==> src/rtl/safety_island_pkg.sv <==
// Shared types and constants for the safety-island command responder.
// Opcodes, completion codes, register offsets, FSM encoding and ERR_STATUS bit indices.
package safety_island_pkg;

  typedef enum logic [7:0] {
    OP_REG_WRITE    = 8'h01,
    OP_REG_READ     = 8'h02,
    OP_WDG_KICK     = 8'h10,
    OP_LOCKSTEP_CMP = 8'h20,
    OP_ECC_CHECK    = 8'h30
  } opcode_e;

  localparam logic [1:0] RESP_OKAY   = 2'b00;
  localparam logic [1:0] RESP_SLVERR = 2'b10;
  localparam logic [1:0] RESP_DECERR = 2'b11;

  localparam logic [3:0] REG_CTRL       = 4'h0;
  localparam logic [3:0] REG_WDG_LOAD   = 4'h4;
  localparam logic [3:0] REG_SCRATCH    = 4'h8;
  localparam logic [3:0] REG_ERR_STATUS = 4'hC;

  typedef logic [1:0] state_t;
  localparam state_t ST_IDLE = 2'd0;
  localparam state_t ST_EXEC = 2'd1;
  localparam state_t ST_ACK  = 2'd2;

  localparam int ERR_LOCKSTEP = 0;
  localparam int ERR_ECC      = 1;
  localparam int ERR_WDG      = 2;
  localparam int ERR_DECODE   = 3;

endpackage

==> src/rtl/safety_island_responder_if.sv <==
// Command bus between safety-island initiator and responder: request fields held with
// valid until the one-cycle ready completion strobe, which carries resp/status.
interface safety_island_responder_if;
  logic [7:0]  opcode;
  logic [31:0] data;
  logic [31:0] addr;
  logic [7:0]  id;
  logic        valid;
  logic        ready;
  logic [1:0]  resp;
  logic [31:0] status;

  modport master (
    output opcode, data, addr, id, valid,
    input  ready, resp, status
  );

  modport slave (
    input  opcode, data, addr, id, valid,
    output ready, resp, status
  );
endinterface

==> src/rtl/safety_island_ecc_syndrome.sv <==
// Hamming(38,32) syndrome generator, purely combinational: check bits at positions 1,2,4,..,32,
// data bits in the remaining positions in ascending order. Used only with SAFETY_ISLAND_ECC_EN.
module safety_island_ecc_syndrome (
  input  logic [31:0] data,
  input  logic [5:0]  check,
  output logic [5:0]  syndrome
);

  logic [38:1] cw;

  always_comb begin
    int unsigned di;
    int unsigned ci;
    di = 0;
    ci = 0;
    cw = '0;
    for (int p = 1; p <= 38; p++) begin
      if ((p & (p - 1)) == 0) begin
        cw[p] = check[ci[2:0]];
        ci++;
      end else begin
        cw[p] = data[di[4:0]];
        di++;
      end
    end
  end

  always_comb begin
    syndrome = '0;
    for (int p = 1; p <= 38; p++) begin
      for (int i = 0; i < 6; i++) begin
        if (p[i]) syndrome[i] = syndrome[i] ^ cw[p];
      end
    end
  end

endmodule

==> src/rtl/safety_island_responder.sv <==
// Safety-island target responder: fixed IDLE->EXEC->ACK, ready two cycles after valid is sampled,
// no internal backpressure. ECC_CHECK is implemented only with SAFETY_ISLAND_ECC_EN defined.
module safety_island_responder
  import safety_island_pkg::*;
#(
  parameter int WDG_W = 32
) (
  input  logic                      clk,
  input  logic                      rst_n,
  safety_island_responder_if.slave  bus,
  output logic                      error,
  output logic                      lockstep_match,
  output logic [5:0]                ecc_status,
  output logic                      wdg_timeout
);

  state_t      state_q;
  logic [7:0]  op_q;
  logic [31:0] data_q;
  logic [31:0] addr_q;
  logic [7:0]  id_q;

  logic             ctrl_en_q;
  logic [31:0]      wdg_load_q;
  logic [31:0]      scratch_q;
  logic [3:0]       err_q;
  logic [WDG_W-1:0] wdg_cnt_q;
  logic             wdg_to_q;

  logic [1:0]  resp_q;
  logic [31:0] status_q;
  logic        lockstep_q;
  logic [5:0]  ecc_q;

  logic [5:0]  syndrome;
  logic        addr_ok;
  logic        wdg_fire;
  logic        wdg_reload;
  logic        exec;

  logic [1:0]  resp_nxt;
  logic [31:0] status_nxt;
  logic [31:0] rd_val;
  logic        is_read;
  logic [3:0]  err_set;
  logic [3:0]  err_clr;
  logic [3:0]  err_nxt;
  logic        wr_ctrl, wr_load, wr_scratch, kick, ls_upd, ecc_upd;

`ifdef SAFETY_ISLAND_ECC_EN
  safety_island_ecc_syndrome u_ecc (
    .data     (data_q),
    .check    (addr_q[5:0]),
    .syndrome (syndrome)
  );
`else
  assign syndrome = '0;
`endif

  assign exec     = (state_q == ST_EXEC);
  assign addr_ok  = (addr_q[31:4] == '0) && (addr_q[1:0] == 2'b00);
  assign wdg_fire = ctrl_en_q && (wdg_cnt_q == '0);

  always_comb begin
    resp_nxt   = RESP_OKAY;
    rd_val     = '0;
    is_read    = 1'b0;
    err_set    = '0;
    err_clr    = '0;
    wr_ctrl    = 1'b0;
    wr_load    = 1'b0;
    wr_scratch = 1'b0;
    kick       = 1'b0;
    ls_upd     = 1'b0;
    ecc_upd    = 1'b0;
    err_set[ERR_WDG] = wdg_fire;
    if (exec) begin
      case (op_q)
        OP_REG_WRITE: begin
          if (!addr_ok) resp_nxt = RESP_DECERR;
          else begin
            case (addr_q[3:0])
              REG_CTRL:       wr_ctrl    = 1'b1;
              REG_WDG_LOAD:   wr_load    = 1'b1;
              REG_SCRATCH:    wr_scratch = 1'b1;
              default:        err_clr    = data_q[3:0];
            endcase
          end
        end
        OP_REG_READ: begin
          if (!addr_ok) resp_nxt = RESP_DECERR;
          else begin
            is_read = 1'b1;
            case (addr_q[3:0])
              REG_CTRL:       rd_val = {31'h0, ctrl_en_q};
              REG_WDG_LOAD:   rd_val = wdg_load_q;
              REG_SCRATCH:    rd_val = scratch_q;
              default:        rd_val = {28'h0, err_q};
            endcase
          end
        end
        OP_WDG_KICK: kick = 1'b1;
        OP_LOCKSTEP_CMP: begin
          ls_upd = 1'b1;
          if (data_q != addr_q) begin
            resp_nxt              = RESP_SLVERR;
            err_set[ERR_LOCKSTEP] = 1'b1;
          end
        end
`ifdef SAFETY_ISLAND_ECC_EN
        OP_ECC_CHECK: begin
          ecc_upd = 1'b1;
          if (syndrome != '0) begin
            resp_nxt         = RESP_SLVERR;
            err_set[ERR_ECC] = 1'b1;
          end
        end
`endif
        default: begin
          resp_nxt            = RESP_DECERR;
          err_set[ERR_DECODE] = 1'b1;
        end
      endcase
    end
    // Hardware set wins over a simultaneous W1C of the same bit.
    err_nxt    = (err_q & ~err_clr) | err_set;
    status_nxt = is_read ? rd_val : {16'h0, id_q, 4'h0, err_nxt};
  end

  // Counter takes the load value as the FSM enters ACK, so it holds WDG_LOAD during ACK.
  assign wdg_reload = kick || (wr_ctrl && data_q[0]);

  always_ff @(posedge clk or negedge rst_n) begin
    if (!rst_n) begin
      state_q    <= ST_IDLE;
      op_q       <= '0;
      data_q     <= '0;
      addr_q     <= '0;
      id_q       <= '0;
      ctrl_en_q  <= 1'b0;
      wdg_load_q <= '0;
      scratch_q  <= '0;
      err_q      <= '0;
      wdg_cnt_q  <= '0;
      wdg_to_q   <= 1'b0;
      resp_q     <= RESP_OKAY;
      status_q   <= '0;
      lockstep_q <= 1'b1;
      ecc_q      <= '0;
    end else begin
      case (state_q)
        ST_IDLE: begin
          if (bus.valid) begin
            op_q    <= bus.opcode;
            data_q  <= bus.data;
            addr_q  <= bus.addr;
            id_q    <= bus.id;
            state_q <= ST_EXEC;
          end
        end
        ST_EXEC: state_q <= ST_ACK;
        default: state_q <= ST_IDLE;
      endcase

      err_q <= err_nxt;
      if (exec) begin
        resp_q   <= resp_nxt;
        status_q <= status_nxt;
      end
      if (ls_upd)     lockstep_q <= (data_q == addr_q);
      if (ecc_upd)    ecc_q      <= syndrome;
      if (wr_ctrl)    ctrl_en_q  <= data_q[0];
      if (wr_load)    wdg_load_q <= data_q;
      if (wr_scratch) scratch_q  <= data_q;

      if (wdg_reload)                       wdg_cnt_q <= WDG_W'(wdg_load_q);
      else if (ctrl_en_q && wdg_cnt_q != '0) wdg_cnt_q <= wdg_cnt_q - WDG_W'(1);
      wdg_to_q <= wdg_fire;
    end
  end

  assign bus.ready      = (state_q == ST_ACK);
  assign bus.resp       = resp_q;
  assign bus.status     = status_q;
  assign error          = |err_q;
  assign lockstep_match = lockstep_q;
  assign ecc_status     = ecc_q;
  assign wdg_timeout    = wdg_to_q;

endmodule

==> src/flat_wrapper.sv <==
// flat-port wrapper written by rule: the top's interface ports become plain ports
module safety_island_responder_flat import safety_island_pkg::*;
#(
  parameter int WDG_W = 32
)
  (clk, rst_n, error, lockstep_match, ecc_status, wdg_timeout, bus_opcode, bus_data, bus_addr, bus_id, bus_valid, bus_ready, bus_resp, bus_status);
  safety_island_responder_if bus_i ();
  input  logic clk;
  input  logic rst_n;
  output logic error;
  output logic lockstep_match;
  output logic [5:0] ecc_status;
  output logic wdg_timeout;
  input wire logic [$bits(bus_i.opcode)-1:0] bus_opcode;
  input wire logic [$bits(bus_i.data)-1:0] bus_data;
  input wire logic [$bits(bus_i.addr)-1:0] bus_addr;
  input wire logic [$bits(bus_i.id)-1:0] bus_id;
  input wire logic [$bits(bus_i.valid)-1:0] bus_valid;
  output wire logic [$bits(bus_i.ready)-1:0] bus_ready;
  output wire logic [$bits(bus_i.resp)-1:0] bus_resp;
  output wire logic [$bits(bus_i.status)-1:0] bus_status;
  assign bus_i.opcode = bus_opcode;
  assign bus_i.data = bus_data;
  assign bus_i.addr = bus_addr;
  assign bus_i.id = bus_id;
  assign bus_i.valid = bus_valid;
  assign bus_ready = bus_i.ready;
  assign bus_resp = bus_i.resp;
  assign bus_status = bus_i.status;
  safety_island_responder #(.WDG_W(WDG_W)) u_core (.clk(clk), .rst_n(rst_n), .bus(bus_i), .error(error), .lockstep_match(lockstep_match), .ecc_status(ecc_status), .wdg_timeout(wdg_timeout));
endmodule
==> config.mk <==
export PLATFORM = sky130hd
export DESIGN_NAME = safety_island_responder_flat
export DESIGN_NICKNAME = d
export VERILOG_FILES = /design/src/rtl/safety_island_pkg.sv /design/src/rtl/safety_island_responder_if.sv /design/src/rtl/safety_island_ecc_syndrome.sv /design/src/rtl/safety_island_responder.sv /design/src/flat_wrapper.sv
export SDC_FILE = /design/constraint.sdc
export NUM_CORES = 1
export LEC_CHECK = 0
export ABC_AREA = 0
export BUFFER_PORTS_ARGS = -buffer_cell sky130_fd_sc_hd__buf_2
export CAP_MARGIN = 20
export CELL_PAD_IN_SITES_DETAIL_PLACEMENT = 1
export CELL_PAD_IN_SITES_GLOBAL_PLACEMENT = 1
export CORE_UTILIZATION = 41
export DETAILED_ROUTE_END_ITERATION = 8
export PLACE_DENSITY_LB_ADDON = 0.1
export SYNTH_ARGS = -nofsm -noshare
export SYNTH_HDL_FRONTEND = slang
export SYNTH_SLANG_ARGS = --single-unit
==> constraint.sdc <==
create_clock -name clk -period 4 [get_ports clk]
set_input_delay 0.8 -clock clk [delete_from_list [all_inputs] [get_ports clk]]
set_output_delay 0.8 -clock clk [all_outputs]
set_load 0.005 [all_outputs]
Word-level counts from Yosys, hierarchy flattened
Cells that the tools add are included.
{"block": "classes", "n_mux": 39, "shift": 0, "reduce_logical": 17, "n_eq_ne": 11, "div": 0, "n_bitwise": 3, "multipliers": 0, "n_lt_le_gt_ge": 0, "n_addsub": 1}
{"op": "$mux 32", "n": 5}
{"op": "$pmux 32 s3", "n": 1}
{"op": "$eq 32x32->1", "n": 1}
{"op": "$logic_not 32->1", "n": 1}
{"op": "$ne 32x32->1", "n": 1}
{"op": "$reduce_bool 32->1", "n": 1}
{"op": "$sub 32x1->32 const B", "n": 1}
{"op": "$logic_not 28->1", "n": 1}
{"op": "$mux 1", "n": 24}
{"op": "$mux 4", "n": 4}
{"op": "$eq 8x1->1 const B", "n": 1}
{"op": "$eq 8x2->1 const B", "n": 1}
{"op": "$eq 8x5->1 const B", "n": 1}
{"op": "$eq 8x6->1 const B", "n": 1}
{"op": "$reduce_or 4->1", "n": 2}
{"op": "$mux 2", "n": 3}
{"op": "$pmux 2 s3", "n": 1}
{"op": "$and 4x4->4", "n": 1}
{"op": "$eq 4x3->1 const B", "n": 1}
{"op": "$eq 4x4->1 const B", "n": 1}
{"op": "$logic_and 1x1->1", "n": 4}
{"op": "$logic_not 2->1", "n": 2}
{"op": "$logic_not 4->1", "n": 1}
{"op": "$not 4->4", "n": 1}
{"op": "10 further kinds", "n": 10}
{"block": "totals", "latch_bits": 0, "inputBits": 83, "mem_bits_rw": 0, "regBits": 219, "romBits": 0, "n_memories": 0}

Logic depth before layout (Yosys ltp)
{"block": "depth", "depth_word": 10, "ltp_mapped": 9}

Least setup slack after synthesis
Ideal clock, no wire load.
{"block": "synth_timing", "path_kind": "reg-to-reg", "from": "register u_core.op_q[3]", "to": "register u_core.wdg_load_q[10]", "setup_slack_ns": 1.411, "path_buffers": 2, "path_stages_with_launch": 8, "period_less_slack_ns": 2.589, "arrival_ns": 2.464, "cell_sequence": "dfrtp_1 > or4_4 > or4b_4 > or3_4 > nor2b_2 > buf_6 > buf_12 > mux2_4"}
{"block": "synth_between", "elab_chain_cells": 3}
{"element": "start: declaration", "line_no": "safety_island_responder.sv:18", "text": "logic [7:0] op_q;"}
{"element": "start signal: assignment", "line_no": "safety_island_responder.sv:154", "text": "op_q <= bus.opcode;"}
{"element": "$eq 8x1->1", "line_no": "safety_island_responder.sv:78", "text": "case (op_q)"}
{"element": "$mux 1", "line_no": "safety_island_responder.sv:78"}
{"element": "$mux 1", "line_no": "safety_island_responder.sv:77", "text": "if (exec) begin"}
{"element": "end signal: assignment", "line_no": "safety_island_responder.sv:173", "text": "if (wr_load) wdg_load_q <= data_q;"}
{"element": "end: declaration", "line_no": "safety_island_responder.sv:24", "text": "logic [31:0] wdg_load_q;"}
No other way between the ends.
A chain may end at the register's enable or synchronous reset.

Final worst setup path
{"block": "layout_timing", "from": "register u_core.addr_q[15]", "to": "register u_core.wdg_load_q[27]"}
{"block": "layout_between", "elab_chain_cells": 5}
{"element": "start: declaration", "line_no": "safety_island_responder.sv:20", "text": "logic [31:0] addr_q;"}
{"element": "start signal: assignment", "line_no": "safety_island_responder.sv:156", "text": "addr_q <= bus.addr;"}
{"element": "$logic_not 28->1", "line_no": "safety_island_responder.sv:61", "text": "assign addr_ok = (addr_q[31:4] == '0) && (addr_q[1:0] == 2'b00);"}
{"element": "$logic_and 1x1->1", "line_no": "safety_island_responder.sv:61"}
{"element": "$mux 1", "line_no": "safety_island_responder.sv:80", "text": "if (!addr_ok) resp_nxt = RESP_DECERR;"}
{"element": "$mux 1", "line_no": "safety_island_responder.sv:78"}
{"element": "$mux 1", "line_no": "safety_island_responder.sv:77"}
No other way between the ends.

==> reports/qor.yml <==
outcome:
  status: "finished, final reports clean"
clock_network:
  cts_made_buffers: 25
  clkTransAtPathRegs_ns: 0.06
  holdBufCountCts: 0
  cts.repair.resized: 0
  ctsLongestPathBuffers: 3
  clk_latency_ns: 0.52
  cts_tree: "done"
  root_buffer: "clkbuf_16"
  cts_sinks: 219
  cts_setup_buffers: 0
  htree_num_levels: 1
detailed_routing:
  vias: 6922
  post-route-drc-count: 0
  first_pass_iters: 5
  vias_per_cell: 5.47
  wirelength_mm: 27.7
  post_drt_wl_per_cell_um: 21.9
  ant_nets: 0
  drt_iter0_markers: 373
finish:
  synthToLayoutAreaGrowth_pct: 16.9
  fill_cells: 2549
  postLayoutCoreUtil: 0.492
  n_antenna_cell: 0
  layout_common_cells: "dfrtp_1 (218), buf_2 (119), mux2_2 (113), nand2_1 (70), xnor2_1 (47)"
  drive_gt1_frac: 0.350
  fin_area_um2: 11600
  layout.nets: 1014
  final_common_cell: "dfrtp_1"
worst_setup_path:
  cp_max_fo: 12
  cp.arrival_ns: 3.55
  path_cells: "nor4_1, nand4_1, or3_4, nor2b_4, buf_4, mux2_4"
  cp.required_ns: 4.41
  cp-start-kind: "flop"
  critical_path_class: "reg -> reg"
  r2r_start: "u_core.addr_q[15]"
  ff2ff_path_depth: 6
  reg2reg_slack_ns: 0.86
  reg2reg_to: "u_core.wdg_load_q[27]"
  cp_slowest_cell: "nor4_1"
  cp-end-kind: "flop"
  crit_path_max_incr_delay_ns: 0.63
power_and_ir_drop:
  ir_drop_uv: 295
  p_leak_uw: 0.00523
  power-per-cell-area_nw_per_um2: 539
  p_total_uw: 6270
synthesis:
  ys.warnings.count: 0
  synth_top_family_by_area: "multiplexers"
  synthTopCellsByArea: "dfrtp_1 (55%), mux2_2 (13%), mux2_4 (4.5%)"
  synthFlopType: "dfrtp_1"
  synthArstFlopShare: 1.00
  synth_compound_area_frac: 0.0878
  synth_fa_ha_area_frac: 0.00252
  synthCells: 810
  synth-xor-area-share: 0.0458
  synth_area_leader_cell: "dfrtp_1"
  synthMuxAreaShare: 0.175
  netlist_area_um2: 9950
  ys_seq_elements: 219
  synthSimpleGateAreaFrac: 0.107
  avgSynthCellArea_um2: 12.3
  synth_top_area_frac: 0.548
  synth-edff-count: 0
  ys_seq_area_frac: 0.551
  synth_cell_types: 63
global_route:
  grt_pass1_wl_mm: 44.4
  grt_max_degree: 116
  overflow: 0
  first_global_vias: 7562
  antenna_found_initial: 0
  grt_util_all_layers: 0.236
sta:
  slew_violations: 0
  layout_min_cycle_time_ns: 3.14
  fmax_ghz: 0.318
  finalSetupTns_ns: 0
  timing.final.crit_share: 0.786
  rsz0062_at_grt: "false"
  setup_viol: 0
  slew_headroom: 0.346
  tightest_slew_ns: 0.969
  finalHoldViolCount: 0
  fin_skew_ns: 0.0163
floorplanning:
  io_pins: 127
  start_util: 0.421
  die-height_um: 158
  core.rowCount: 56
  dieArea_um2: 24900
  die_x_um: 158
  core_area_um2: 23600
placed_design:
  dp_hpwl_mm: 19.7
  place.port_buffers: 120
  gp_congestion: 0.798
  place_area_um2: 10800
worst_hold_path:
  hold_path.class: "in -> async"
flow_run:
  drv_cap: 0
==> routing by layer <==
metal,up-vias,track usage,part of all wire
li1,3148,-,-
met1,3553,0.325,0.46
met2,188,0.395,0.48
met3,33,0.0312,0.045
met4,0,0.0509,0.015
met5,-,0,0
==> registers in the layout, indices dropped and copies added (netlist names) <==
| register | cells |
|---|---|
| u_core.addr_q | 32 |
| u_core.err_q | 4 |
| u_core.data_q | 32 |
| u_core.id_q | 8 |
| u_core.scratch_q | 32 |
| u_core.wdg_cnt_q | 32 |
| u_core.bus.resp | 2 |
| u_core.wdg_load_q | 32 |
| u_core.op_q | 8 |
| u_core.wdg_timeout | 1 |
| u_core.ctrl_en_q | 1 |
| u_core.bus.status | 32 |
| u_core.state_q | 2 |
| u_core.lockstep_match | 1 |
==> cell type report <==
cell class,count,area (um^2),share of cell area
sequential,219,5480,0.471
multi-input combinational,543,4200,0.361
clock buffer,40,762,0.0655
timing repair buffer,135,736,0.0633
tap,319,399,0.0343
clock inverter,5,28.8,0.00247
inverter,5,18.8,0.00161
==> where the power goes <==
group	switching [uW]	internal, uW	leakage (uW)	total (uW)
logic	608	556	0.00200	1160
registers	393	2520	0.00284	2910
clock network	895	1300	0.000394	2190
total	1900	4370	0.00523	6270
==> Yosys cell counts (7+ instances only) <==
cell        n
dfrtp_1   218
nand2_1    70
nor3_1     13
mux2_2    113
nor2_1     42
nand4_1    13
a22oi_1    29
mux2_4     30
a221o_1    10
nor4_1     21
o21ai_0    39
clkbuf_1   30
nand3_1     7
a21oi_1    22
xnor2_1    47
==> through the flow <==
step	instances	hold slack (ns)	setup WS (ns)
after global routing	1266	0.435	0.731
after floorplan	815	0.458	1.41
after global placement	1220	0.459	0.819
after CTS	1266	0.404	0.734
after detailed placement	1221	0.467	0.737
final	1266	0.374	0.855
==> critical path, delay by kind of cell, from the launching register on <==
kind	cells	cell delay (ns)
AND/OR/NAND/NOR	4	1.95
multiplexers	1	0.33
flip-flops	1	0.40
buffers and inverters	1	0.34
==> how the worst max path moves through the flow <==
stage                       from                     to  slack, ns  depth (start not counted)
6_report       u_core.addr_q[15]  u_core.wdg_load_q[27]       0.86                          6
3_3_place_gp   u_core.addr_q[15]  u_core.wdg_load_q[20]       0.82                          6
4_1_cts        u_core.addr_q[15]  u_core.wdg_load_q[27]       0.73                          6
3_5_place_dp   u_core.addr_q[15]  u_core.wdg_load_q[27]       0.74                          6
2_1_floorplan     u_core.op_q[3]  u_core.wdg_load_q[10]       1.41                          7
5_1_grt        u_core.addr_q[14]   u_core.wdg_load_q[4]       0.73                          6
==> cells by family (layout without fill, tap and decap cells) <==
group,Yosys count,in the layout
flops,219,219
simple gates,206,206
mux,145,145
compound gates,132,132
buf+inv,53,185
xor+xnor,52,52
fa+ha+maj,2,2
other cells,1,6
(Power assumes the default switching activity.)
